File: src/rtl/float_pkg.sv
// float_pkg: encodings and constants shared by the FPU datapath blocks
package float_pkg;
  typedef enum logic [1:0] {RM_RNE = 2'b00, RM_RD = 2'b01, RM_RU = 2'b10, RM_RZ = 2'b11} rm_e;
  typedef enum logic [2:0] {S_IDLE, S_PREP, S_ITER, S_ROUND, S_DONE} state_e;
  localparam logic [31:0] QNAN    = 32'h7fc00000;
  localparam logic [7:0]  INF_EXP = 8'hff;
  localparam logic [31:0] MAX_FIN = 32'h7f7fffff;
  localparam int          BIAS    = 127;
endpackage

File: src/rtl/float_div_seq_if.sv
// float_div_seq_if: operand bus and start/busy/ready handshake of the sequential divider
interface float_div_seq_if;
  logic        start;
  logic [31:0] a;
  logic [31:0] b;
  logic [1:0]  rm;
  logic [31:0] s;
  logic        busy;
  logic        ready;
  modport master (output start, a, b, rm, input s, busy, ready);
  modport slave (input start, a, b, rm, output s, busy, ready);
endinterface

File: src/rtl/float_div_pack.sv
// float_div_pack: normalises, rounds and range-checks the raw quotient into a binary32 word
module float_div_pack
  import float_pkg::*;
(
  input  logic              sign,
  input  logic signed [9:0] exp10,
  input  logic [25:0]       q,
  input  logic [25:0]       r,
  input  rm_e               rm,
  output logic [31:0]       word
);
  logic [22:0] mf, frac;
  logic guard, sticky, inc, carry, to_inf;
  logic signed [9:0] e_n, e_r;
  always_comb begin
    mf = q[25] ? q[24:2] : q[23:1];
    guard = q[25] ? q[1] : q[0];
    sticky = (q[25] & q[0]) | (|r);
    e_n = q[25] ? exp10 : exp10 - 10'sd1;
    inc = rm == RM_RNE ? guard & (sticky | mf[0]) :
          rm == RM_RD  ? (guard | sticky) & sign :
          rm == RM_RU  ? (guard | sticky) & ~sign : 1'b0;
    // the hidden one is implicit, so a carry out of the fraction means 2.0
    {carry, frac} = {1'b0, mf} + {23'd0, inc};
    e_r = carry ? e_n + 10'sd1 : e_n;
    to_inf = (rm == RM_RNE) | ((rm == RM_RD) & sign) | ((rm == RM_RU) & ~sign);
    word = e_r >= 10'sd255 ? {sign, to_inf ? {INF_EXP, 23'd0} : MAX_FIN[30:0]} :
           e_r <= 10'sd0   ? {sign, 31'd0} : {sign, e_r[7:0], frac};
  end
endmodule

File: src/rtl/float_div_seq.sv
// float_div_seq: sequential binary32 divider, radix-2 restoring loop, fixed 29-cycle latency
module float_div_seq
  import float_pkg::*;
(
  input logic            clk,
  input logic            rst,
  float_div_seq_if.slave bus
);
  state_e state_q, state_d;
  logic [4:0] cnt_q, cnt_d;
  logic [31:0] a_q, a_d, b_q, b_d, s_q, s_d;
  rm_e rm_q, rm_d;
  logic [25:0] r_q, r_d, q_q, q_d, fb;
  logic [7:0] ea, eb;
  logic a_nan, b_nan, a_inf, b_inf, a_zero, b_zero, sign, ge, spec;
  logic signed [9:0] exp10;
  logic [31:0] spec_word, pack_word;
  float_div_pack u_pack (.sign(sign), .exp10(exp10), .q(q_q), .r(r_q), .rm(rm_q), .word(pack_word));
  always_comb begin
    ea = a_q[30:23];
    eb = b_q[30:23];
    a_nan = (&ea) & (|a_q[22:0]);
    b_nan = (&eb) & (|b_q[22:0]);
    a_inf = (&ea) & ~(|a_q[22:0]);
    b_inf = (&eb) & ~(|b_q[22:0]);
    a_zero = ~(|ea);
    b_zero = ~(|eb);
    sign = a_q[31] ^ b_q[31];
    exp10 = $signed({2'b00, ea}) - $signed({2'b00, eb}) + 10'(BIAS);
    spec = a_nan | b_nan | a_inf | b_inf | a_zero | b_zero;
    spec_word = (a_nan | b_nan | (a_inf & b_inf) | (a_zero & b_zero)) ? QNAN :
                (a_inf | b_zero) ? {sign, INF_EXP, 23'd0} : {sign, 31'd0};
    fb = {3'b001, b_q[22:0]};
    ge = r_q >= fb;
    state_d = state_q;
    cnt_d = cnt_q;
    a_d = a_q;
    b_d = b_q;
    rm_d = rm_q;
    r_d = r_q;
    q_d = q_q;
    s_d = s_q;
    unique case (state_q)
      S_IDLE, S_DONE: begin
        state_d = bus.start ? S_PREP : S_IDLE;
        a_d = bus.start ? bus.a : a_q;
        b_d = bus.start ? bus.b : b_q;
        rm_d = bus.start ? rm_e'(bus.rm) : rm_q;
      end
      S_PREP: begin
        state_d = S_ITER;
        r_d = {3'b001, a_q[22:0]};
        q_d = '0;
        cnt_d = 5'd25;
      end
      S_ITER: begin
        r_d = (ge ? r_q - fb : r_q) << 1;
        q_d = {q_q[24:0], ge};
        cnt_d = cnt_q == 5'd0 ? 5'd0 : cnt_q - 5'd1;
        state_d = cnt_q == 5'd0 ? S_ROUND : S_ITER;
      end
      S_ROUND: begin
        s_d = spec ? spec_word : pack_word;
        state_d = S_DONE;
      end
      default: state_d = S_IDLE;
    endcase
  end
  always_ff @(posedge clk) begin
    if (rst) begin
      state_q <= S_IDLE;
      cnt_q <= '0;
      a_q <= '0;
      b_q <= '0;
      rm_q <= RM_RNE;
      r_q <= '0;
      q_q <= '0;
      s_q <= '0;
    end else begin
      state_q <= state_d;
      cnt_q <= cnt_d;
      a_q <= a_d;
      b_q <= b_d;
      rm_q <= rm_d;
      r_q <= r_d;
      q_q <= q_d;
      s_q <= s_d;
    end
  end
  assign bus.s = s_q;
  assign bus.busy = state_q inside {S_PREP, S_ITER, S_ROUND};
  assign bus.ready = state_q == S_DONE;
endmodule

File: src/flat_wrapper.sv
// flat-port wrapper written by rule: the top's interface ports become plain ports
module float_div_seq_flat import float_pkg::*;
  (clk, rst, bus_start, bus_a, bus_b, bus_rm, bus_s, bus_busy, bus_ready);
  float_div_seq_if bus_i ();
  input logic clk;
  input logic rst;
  input wire logic [$bits(bus_i.start)-1:0] bus_start;
  input wire logic [$bits(bus_i.a)-1:0] bus_a;
  input wire logic [$bits(bus_i.b)-1:0] bus_b;
  input wire logic [$bits(bus_i.rm)-1:0] bus_rm;
  output wire logic [$bits(bus_i.s)-1:0] bus_s;
  output wire logic [$bits(bus_i.busy)-1:0] bus_busy;
  output wire logic [$bits(bus_i.ready)-1:0] bus_ready;
  assign bus_i.start = bus_start;
  assign bus_i.a = bus_a;
  assign bus_i.b = bus_b;
  assign bus_i.rm = bus_rm;
  assign bus_s = bus_i.s;
  assign bus_busy = bus_i.busy;
  assign bus_ready = bus_i.ready;
  float_div_seq u_core (.clk(clk), .rst(rst), .bus(bus_i));
endmodule
File: config.mk
export PLATFORM = sky130hd
export DESIGN_NAME = float_div_seq_flat
export DESIGN_NICKNAME = d
export VERILOG_FILES = /design/src/rtl/float_pkg.sv /design/src/rtl/float_div_seq_if.sv /design/src/rtl/float_div_pack.sv /design/src/rtl/float_div_seq.sv /design/src/flat_wrapper.sv
export SDC_FILE = /design/constraint.sdc
export NUM_CORES = 1
export LEC_CHECK = 0
export CAP_MARGIN = 25
export CORE_MARGIN = 2
export CORE_UTILIZATION = 58
export CTS_BUF_LIST = sky130_fd_sc_hd__clkbuf_16
export CTS_CLUSTER_SIZE = 8
export DETAILED_ROUTE_END_ITERATION = 10
export PLACE_DENSITY = 0.78
export REMOVE_ABC_BUFFERS = 1
export SETUP_SLACK_MARGIN = 0.15
export SLEW_MARGIN = 10
export SYNTH_ARGS = -nofsm -noshare
export SYNTH_HDL_FRONTEND = slang
export SYNTH_SLANG_ARGS = --single-unit
File: constraint.sdc
create_clock -name clk -period 7.2 [get_ports clk]
set_clock_uncertainty 0.2 [all_clocks]
set_input_delay 1.44 -clock clk [delete_from_list [all_inputs] [get_ports clk]]
set_output_delay 1.44 -clock clk [all_outputs]
set_load 0.02 [all_outputs]
==> results of run 1 <==
==> metal layers <==
layer	vias up	GRT usage, %	part of all wire, %
met4	0	9.22	1.9
met5	-	0	0
li1	4675	-	-
met1	4318	39.2	49
met2	223	44.8	45
met3	32	3.46	3.9
==> critical path: stages (launching register included) <==
cell      delay, ps
dfxtp_1         370
inv_1            60
ha_1            190
fa_1            530
ha_1            300
xor3_1          350
nand3_1         250
and2_1          250
o311ai_0        300
o32ai_1         160
o21ai_0         360
nor3_2          150
or3_1           370
o21a_1          140
o211ai_1        430
nor2_2          310
a221o_1         360
==> final cells by class <==
type / count / area [sq um] / area share [%]
Clock inverter: 15 / 160 / 1.41
Sequential cell: 158 / 3160 / 27.9
Clock buffer: 17 / 425 / 3.75
Tap cell: 220 / 275 / 2.43
Inverter: 62 / 233 / 2.05
Multi-Input combinational cell: 988 / 6010 / 53.0
Timing Repair Buffer: 110 / 1080 / 9.51
==> synthesized netlist by cell type, drive strengths merged (5+ instances only) <==
cell type	count
nand2	231
ha	37
inv	62
xnor2	38
or3	5
a22oi	30
mux2	5
o21ai	41
nor3	16
a21o	14
a211o	15
or4	7
o211ai	10
and2	25
nand2b	18
nor4	25
dfxtp	158
a31oi	7
a21oi	136
nand3	25
a211oi	17
clkbuf	61
nor2b	8
nand4	13
a311oi	21
a221o	8
nor2	118
a221oi	6
o21a	7
buf	12
mux2i	22
and3	10
xor2	16
==> cell usage in the layout (no fill, tap or decap), types with 6 or more instances in the layout <==
cell type        Yosys  routed
a211oi_1            16      16
and2_1              25      24
a31oi_1              7       7
inv_1               62      62
nor2b_1              8       8
nor3_1              14      14
xnor2_1             37      37
buf_4                3       9
nor4_1              24      24
o211ai_1            10      10
dfxtp_1            158     157
clkdlybuf4s50_1      0     101
nand3_1             25      25
mux2i_1             22      22
or4_1                6       6
a21oi_1            136     136
a311oi_1            21      21
xor2_1              16      16
clkbuf_16            0      17
o21a_1               7       7
a21o_1              14      14
a22oi_1             30      30
nor2_1             117     116
nand2b_1            18      18
a211o_1             15      15
nand2_1            231     230
a221o_1              8       8
o21ai_0             40      40
nand4_1             12      12
ha_1                37      37
and3_1               9       9
==> final timing paths <==
check / to / slack (ps) / from / depth (start not counted)
min reg2reg: u_core.a_q[31]$_SDFFE_PP0P_ / 280 / u_core.a_q[31]$_SDFFE_PP0P_ / 2
max: u_core.bus.s[9]$_SDFFE_PP0P_ / 1980 / u_core.a_q[23]$_SDFFE_PP0P_ / 16
max reg2reg: u_core.bus.s[9]$_SDFFE_PP0P_ / 1980 / u_core.a_q[23]$_SDFFE_PP0P_ / 16
min: u_core.a_q[31]$_SDFFE_PP0P_ / 280 / u_core.a_q[31]$_SDFFE_PP0P_ / 2
==> per-stage QoR <==
stage                     hold slack [ps]  util, %  total power [mW]  cell area (sq um)
after floorplan                       240        -              2.06               9390
after global placement                255     65.3              2.39              10800
after detailed placement              265     65.3              2.40              10800
after CTS                             276     68.9              3.31              11300
after global routing                  292     68.9              3.52              11300
final                                 276     68.9              3.32              11300
==> registers in the layout, indices dropped and copies added, names as in the netlist <==
name / flops
u_core.r_q: 26
u_core.b_q: 32
u_core.rm_q: 2
u_core.a_q: 32
u_core.state_q: 3
u_core.cnt_q: 5
u_core.bus.s: 32
u_core.q_q: 26
==> cell families (layout without fill, tap and decap cells) <==
logic type | count (synthesis) | after routing | synth area share [%]
fa+ha+maj | 39 | 39 | 5.19
simple gates | 519 | 519 | 24.9
compound gates | 348 | 348 | 23.7
xor+xnor | 55 | 55 | 5.20
buf+inv | 135 | 204 | 5.52
mux | 27 | 27 | 2.85
flops | 158 | 158 | 32.6
==> power breakdown <==
group          switching [mW]  total (mW)  internal, mW  leakage (nW)
clock                   0.393       0.909         0.516         0.284
combinational           0.832        1.40         0.567          2.71
sequential             0.0698        1.01         0.943          1.29
==> impl_metrics.yaml, run 1 <==
outcome:
  status: "complete, no violations"
floorplanning:
  die_area_sq_mm: 0.0178
  fp.coreArea_sq_mm: 0.0165
  die_h_um: 133
  ios: 103
  initial_utilization_pct: 58.9
  rows: 47
  die_w_um: 133
sta:
  rsz0062_at_grt: "no"
  slew_headroom_pct: 36.9
  hold_viol_final: 0
  fin_crit_sh_pct: 72.5
  finalSetupTns_ps: 0
  slew_viol_final: 0
  worst_slew_pin_slew_ps: 946
  finalWorstSetupSlack_ps: 1980
  period_minus_slack_ps: 5220
  setup_viol: 0
  max_freq_mhz: 192
critical_path:
  cp_max_fo: 22
  cp-start-kind: "flop"
  arrival_ps: 5340
  critical_path_class: "reg -> reg"
  endpoint_kind: "flop"
  cp.required_ps: 7320
yosys:
  synth_seq_area_share_pct: 32.6
  async_flop_share_pct: 0
  synth_top_area_share_pct: 32.6
  avgSynthCellArea_sq_um: 7.57
  yosysWarnings: 0
  synthDistinctLibCells: 82
  syn-cell-area_sq_mm: 0.00969
  synth_ff_type: "dfxtp_1"
  synthCells: 1281
  ys_ff_latch: 158
  synth_top_area_cell: "dfxtp_1"
  synth_area_leaders: "dfxtp_1, nand2_1, a21oi_1"
  synth_edf_count: 0
pwr:
  power_density_mw_per_mm2: 293
  ir_worst_vdd_mv: 0.179
  leakagePower_nw: 4.28
final_layout:
  nets: 1445
  num_antenna_cells: 0
  instances_no_fill: 1570
  nFillCells: 1404
  drive_gt1_share_pct: 5.11
  area_delta_synth_final_pct: 17.0
global_routing:
  grt_pass1_vias: 8352
  grt.overflow.total: 0
  grt_max_degree: 83
  grt_first_pass_wirelength_mm: 41.0
  grt.total_usage_pct: 27.9
  antenna_found_initial: 0
hold_path:
  min_path_type: "reg -> reg"
place:
  io_buffer_count: 102
  dp_slack_ps: 2040
  place_congestion: 0.889
  dp.cells: 1538
  hpwlAfterDp_mm: 17.1
clocking:
  cts_root_buf: "clkbuf_16"
  cts_resized: 0
  tritoncts: "done"
  cts_setup_buffers: 0
  hold_buffers: 0
  clock-sinks: 158
  insertion_delay_ps: 430
  clk_pin_slew_worst_paths_ps: 60
  clk_path_buf_depth: 2
  numCtsBuffers: 17
  h-tree-depth: 4
routing:
  firstDrtPassIters: 5
  drt_iter0_markers: 696
  viasPerCell: 5.89
  ant_nets: 0
  vias: 9248
  drc: 0
  drt-total-wl_mm: 24.5
  post_drt_wl_per_cell_um: 15.6
flow_run:
  cap_violations: 0
No activity file was read; power rests on OpenSTA's default activity.
==> run 2, diff against run 1 <==
Clock period 7.2 ns to 5.3 ns, I/O delays scaled along.
==> run 2 against run 1 <==
Clock-buffer cell count stayed put. Combinational power increased by 37%. Global-route usage shrank 0.63 points. Highest routed layer unchanged.
==> impl_metrics.yaml, run 2 (synthesized netlist as in run 1, its figures left out) <==
clocking:
  h-tree-depth: 4
  clock-sinks: 158
  cts_resized: 0
  clk_path_buf_depth: 2
  cts_setup_buffers: 0
  cts_root_buf: "clkbuf_16"
  hold_buffers: 0
  clk_pin_slew_worst_paths_ps: 60
  tritoncts: "done"
  numCtsBuffers: 17
  insertion_delay_ps: 430
sta:
  worst_slew_pin_slew_ps: 955
  slew_viol_final: 0
  fin_crit_sh_pct: 91.5
  slew_headroom_pct: 36.4
  rsz0062_at_grt: "no"
  finalWorstSetupSlack_ps: 453
  period_minus_slack_ps: 4850
  hold_viol_final: 0
  max_freq_mhz: 206
  setup_viol: 0
hold_path:
  hold_start: "u_core.a_q[31]$_SDFFE_PP0P_"
  min_path_type: "reg -> reg"
routing:
  drt_iter0_markers: 769
  vias: 9232
  viasPerCell: 5.87
  ant_nets: 0
  drc: 0
  post_drt_wl_per_cell_um: 15.5
  drt-total-wl_mm: 24.4
  firstDrtPassIters: 6
place:
  place_congestion: 0.891
  dpl-instance-area_sq_mm: 0.0108
  hpwlAfterDp_mm: 16.8
  dp.cells: 1542
  io_buffer_count: 102
  dp_slack_ps: 337
floorplanning:
  rows: 47
  initial_utilization_pct: 58.9
  die_h_um: 133
  die_area_sq_mm: 0.0178
  ios: 103
  die_w_um: 133
  fp.coreArea_sq_mm: 0.0165
critical_path:
  r2r-end: "u_core.bus.s[1]$_SDFFE_PP0P_"
  r2r_setup_slack_ps: 450
  startpoint: "u_core.a_q[23]$_SDFFE_PP0P_"
  endpoint: "u_core.bus.s[1]$_SDFFE_PP0P_"
  arrival_ps: 5020
  cp-start-kind: "flop"
  critical_path_class: "reg -> reg"
  worstRegToRegCells: 16
  cp_max_fo: 22
  timing.rr.start: "u_core.a_q[23]$_SDFFE_PP0P_"
  cp.required_ps: 5470
  endpoint_kind: "flop"
pwr:
  combPwrFrac_pct: 42.8
  power_density_mw_per_mm2: 393
  power.internal_mw: 2.71
  clockPowerShare_pct: 26.4
  p_sw_share_pct: 39.4
  power_frac_seq_pct: 30.7
  ir_worst_vdd_mv: 0.309
  leakagePower_nw: 4.28
  switchingPower_mw: 1.76
  power_mw: 4.48
global_routing:
  grt_max_degree: 111
  grt.overflow.total: 0
  antenna_found_initial: 0
  grt_first_pass_wirelength_mm: 40.1
  grt.total_usage_pct: 27.3
  grt_pass1_vias: 8337
final_layout:
  num_antenna_cells: 0
  drive_gt1_share_pct: 5.39
  area_delta_synth_final_pct: 17.4
  mostFrequentLayoutCells: "nand2_1, dfxtp_1, a21oi_1"
  finish.utilization_pct: 69.1
  mostFrequentLayoutCell: "nand2_1"
  nets: 1449
  instances_no_fill: 1574
  design_area_sq_mm: 0.0114
outcome:
  status: "complete, no violations"
flow_run:
  cap_violations: 0
[run 2: changes by cell type in the layout (fill, tap and decap cells not counted), moves of 2 or more]
cell        before  now
buf_4            9   12
clkinv_2         4    1
clkinv_4         1    4
clkinvlp_4       3    5
[run 2: power by group through the flow]
stage	registers (mW)	clock network, mW	logic, mW
3_3_place_gp	1.40	0	1.85
5_1_grt	1.39	1.24	2.12
4_1_cts	1.37	1.19	1.89
2_1_floorplan	1.38	0	1.42
6_report	1.38	1.18	1.92
3_5_place_dp	1.40	0	1.86
[run 2: area by class of cell]
class | count | area [sq um]
Fill cell | 1389 | 5080
Multi-Input combinational cell | 988 | 6020
Tap cell | 220 | 275
Sequential cell | 158 | 3160
Timing Repair Buffer | 114 | 1120
Inverter | 62 | 233
Clock buffer | 17 | 425
Clock inverter | 15 | 140
[run 2: worst max-delay path: stages, from the launching register on]
cell and delay (ps):
dfxtp_1 370, inv_1 60, ha_1 200, fa_1 500, ha_1 280, xor3_1 320, nand3_1 240, and2_1 250
nor3_1 260, xnor2_1 230, nand4_2 160, xnor2_2 180, nor4b_2 280, o21ai_1 160, a221oi_4 470, and3_4 450
a221o_1 170
[run 2: layer usage]
| metal | routed length [um] | global-route usage (%) |
|---|---|---|
| met4 | 515 | 9.40 |
| met3 | 1160 | 3.69 |
| met1 | 11500 | 37.2 |
| met2 | 11200 | 44.6 |
| met5 | 0 | 0 |
[run 2: worst min path at each step]
| stage | slack (ps) | to | depth (start not counted) |
|---|---|---|---|
| global placement | 260 | u_core.a_q[15]$_SDFFE_PP0P_ | 2 |
| CTS | 270 | u_core.a_q[31]$_SDFFE_PP0P_ | 2 |
| global route | 290 | u_core.b_q[4]$_SDFFE_PP0P_ | 2 |
| finish | 270 | u_core.a_q[31]$_SDFFE_PP0P_ | 2 |
| detailed placement | 260 | u_core.a_q[15]$_SDFFE_PP0P_ | 2 |
| floorplan | 240 | u_core.rm_q[0]$_SDFFE_PP0P_ | 2 |
[run 2: stage by stage]
stage | TNS (ps) | hold slack [ps]
2_1_floorplan | -78.0 | 240
3_3_place_gp | 0 | 259
3_5_place_dp | 0 | 263
4_1_cts | 0 | 272
5_1_grt | 0 | 292
6_report | 0 | 273
==> run 3, diff against run 2 <==
Settings changed: PLACE_DENSITY 0.78 to 0.77.
Clock period 5.3 ns to 5.45 ns, I/O delays scaled along.
==> run 3 against run 2 <==
Core utilization fell by 0.053 points. Global-route usage increased by 0.74 points. First-iteration DRC count shrank 3.5%. Wire length about the same. Flip-flop and latch count did not move. Die area did not move. Maximum frequency shrank 1.2%. Worst hold slack worse by 2.8 ps. Register-to-register slack improved by 90 ps. Critical path depth shrank 1. Via count up 0.37%. Critical path type unchanged. Highest routed layer unchanged.
==> impl_metrics.yaml, run 3 (synthesized netlist as in run 1, its figures left out) <==
floorplanning:
  rows: 47
  ios: 103
  initial_utilization_pct: 58.9
  die_w_um: 133
  die_area_sq_mm: 0.0178
  die_h_um: 133
  fp.coreArea_sq_mm: 0.0165
critical_path:
  arrival_ps: 5080
  cp-start-kind: "flop"
  cp_max_fo: 22
  cp.required_ps: 5620
  worstRegToRegCells: 15
  critical_path_class: "reg -> reg"
  r2r_setup_slack_ps: 540
  timing.rr.start: "u_core.a_q[31]$_SDFFE_PP0P_"
  endpoint_kind: "flop"
  r2r-end: "u_core.bus.s[0]$_SDFFE_PP0P_"
sta:
  period_minus_slack_ps: 4910
  rsz0062_at_grt: "no"
  slew_viol_final: 0
  hold_viol_final: 0
  worst_slew_pin_slew_ps: 918
  finalSetupTns_ps: 0
  slew_headroom_pct: 38.2
  max_freq_mhz: 204
  setup_viol: 0
  fin_crit_sh_pct: 90.1
routing:
  post_drt_wl_per_cell_um: 15.5
  drt-total-wl_mm: 24.4
  firstDrtPassIters: 5
  drc: 0
  ant_nets: 0
  viasPerCell: 5.89
  vias: 9266
  drt_iter0_markers: 742
global_routing:
  grt.total_usage_pct: 28.0
  met3_usage_pct: 4.60
  top_usage_layer: "met2"
  antenna_found_initial: 0
  grt_pass1_vias: 8437
  met2_usage_pct: 45.0
  grt_first_pass_wirelength_mm: 41.2
  grt.overflow.total: 0
  grtUsageMet1_pct: 38.8
  grt_max_degree: 86
clocking:
  clk_path_buf_depth: 2
  insertion_delay_ps: 430
  cts_setup_buffers: 0
  cts_root_buf: "clkbuf_16"
  clock-sinks: 158
  clk_pin_slew_worst_paths_ps: 60
  numCtsBuffers: 17
  tritoncts: "done"
  h-tree-depth: 4
final_layout:
  area_delta_synth_final_pct: 17.3
  mostFrequentLayoutCell: "nand2_1"
  design_area_sq_mm: 0.0114
  nets: 1448
  mostFrequentLayoutCells: "nand2_1, dfxtp_1, a21oi_1"
  finish.utilization_pct: 69.1
  drive_gt1_share_pct: 5.17
  num_antenna_cells: 0
pwr:
  leakagePower_nw: 4.29
  ir_worst_vdd_mv: 0.266
  power_density_mw_per_mm2: 381
hold_path:
  hold_start: "u_core.a_q[31]$_SDFFE_PP0P_"
  hold_path_depth: 2
  min_to: "u_core.a_q[31]$_SDFFE_PP0P_"
  min_path_type: "reg -> reg"
place:
  io_buffer_count: 102
  dpl-instance-area_sq_mm: 0.0108
  hpwlAfterDp_mm: 17.1
  place_congestion: 0.897
outcome:
  status: "complete, no violations"
flow_run:
  cap_violations: 0
run 3: worst max-delay path, stage by stage, from the launching register on:
cell and delay (ps):
dfxtp_1 320, xnor2_1 220, mux2_2 420, a221oi_1 230, ha_1 240, nand3_1 130, nor4_1 380, nand2_1 360
nor3_4 430, mux2i_1 230, nand2_1 80, nor4b_2 360, o21ai_1 170, a221oi_4 460, and3_4 440, a221o_1 160
run 3: area by class of cell:
cell class	instances	area (sq um)
multi-input combinational	988	6020
fill	1409	5090
sequential	158	3160
timing repair buffer	113	1110
clock buffer	17	425
tap	220	275
inverter	62	233
clock inverter	15	143
run 3: repair_timing:
action / 4_1_cts / 5_1_grt
hold buffers: 0 / 0
setup endpoints to repair: 0 / 22
resized for setup: 0 / 3
run 3: through the flow:
stage                     setup slack, ps  cells  hold WS [ps]  total power [mW]
after global placement                568   1540           258              3.14
final                                 542   1573           270              4.34
after detailed placement              392   1540           264              3.15
after CTS                             356   1572           271              4.32
after global routing                  196   1573           291              4.63
after floorplan                       141   1208           240              2.72
run 3: how the worst max path moves through the flow:
stage / cells past startpoint / start / slack [ps] / end
after global routing: 15 / u_core.a_q[31]$_SDFFE_PP0P_ / 200 / u_core.bus.s[9]$_SDFFE_PP0P_
after global placement: 15 / u_core.a_q[23]$_SDFFE_PP0P_ / 570 / u_core.bus.s[18]$_SDFFE_PP0P_
after floorplan: 11 / u_core.q_q[25]$_SDFFE_PP0P_ / 140 / u_core.bus.s[0]$_SDFFE_PP0P_
after CTS: 15 / u_core.a_q[23]$_SDFFE_PP0P_ / 360 / u_core.bus.s[2]$_SDFFE_PP0P_
final: 15 / u_core.a_q[31]$_SDFFE_PP0P_ / 540 / u_core.bus.s[0]$_SDFFE_PP0P_
after detailed placement: 15 / u_core.a_q[23]$_SDFFE_PP0P_ / 390 / u_core.bus.s[18]$_SDFFE_PP0P_
run 3: per-layer routing:
metal  share of wire [%]  wire, um
met1                  47     11500
met2                  46     11100
met3                 5.3      1290
met4                 1.8       441
met5                   0         0
run 3: power breakdown:
group          switching (mW)  internal [mW]
clock                   0.488          0.670
sequential             0.0922           1.25
combinational            1.08          0.756
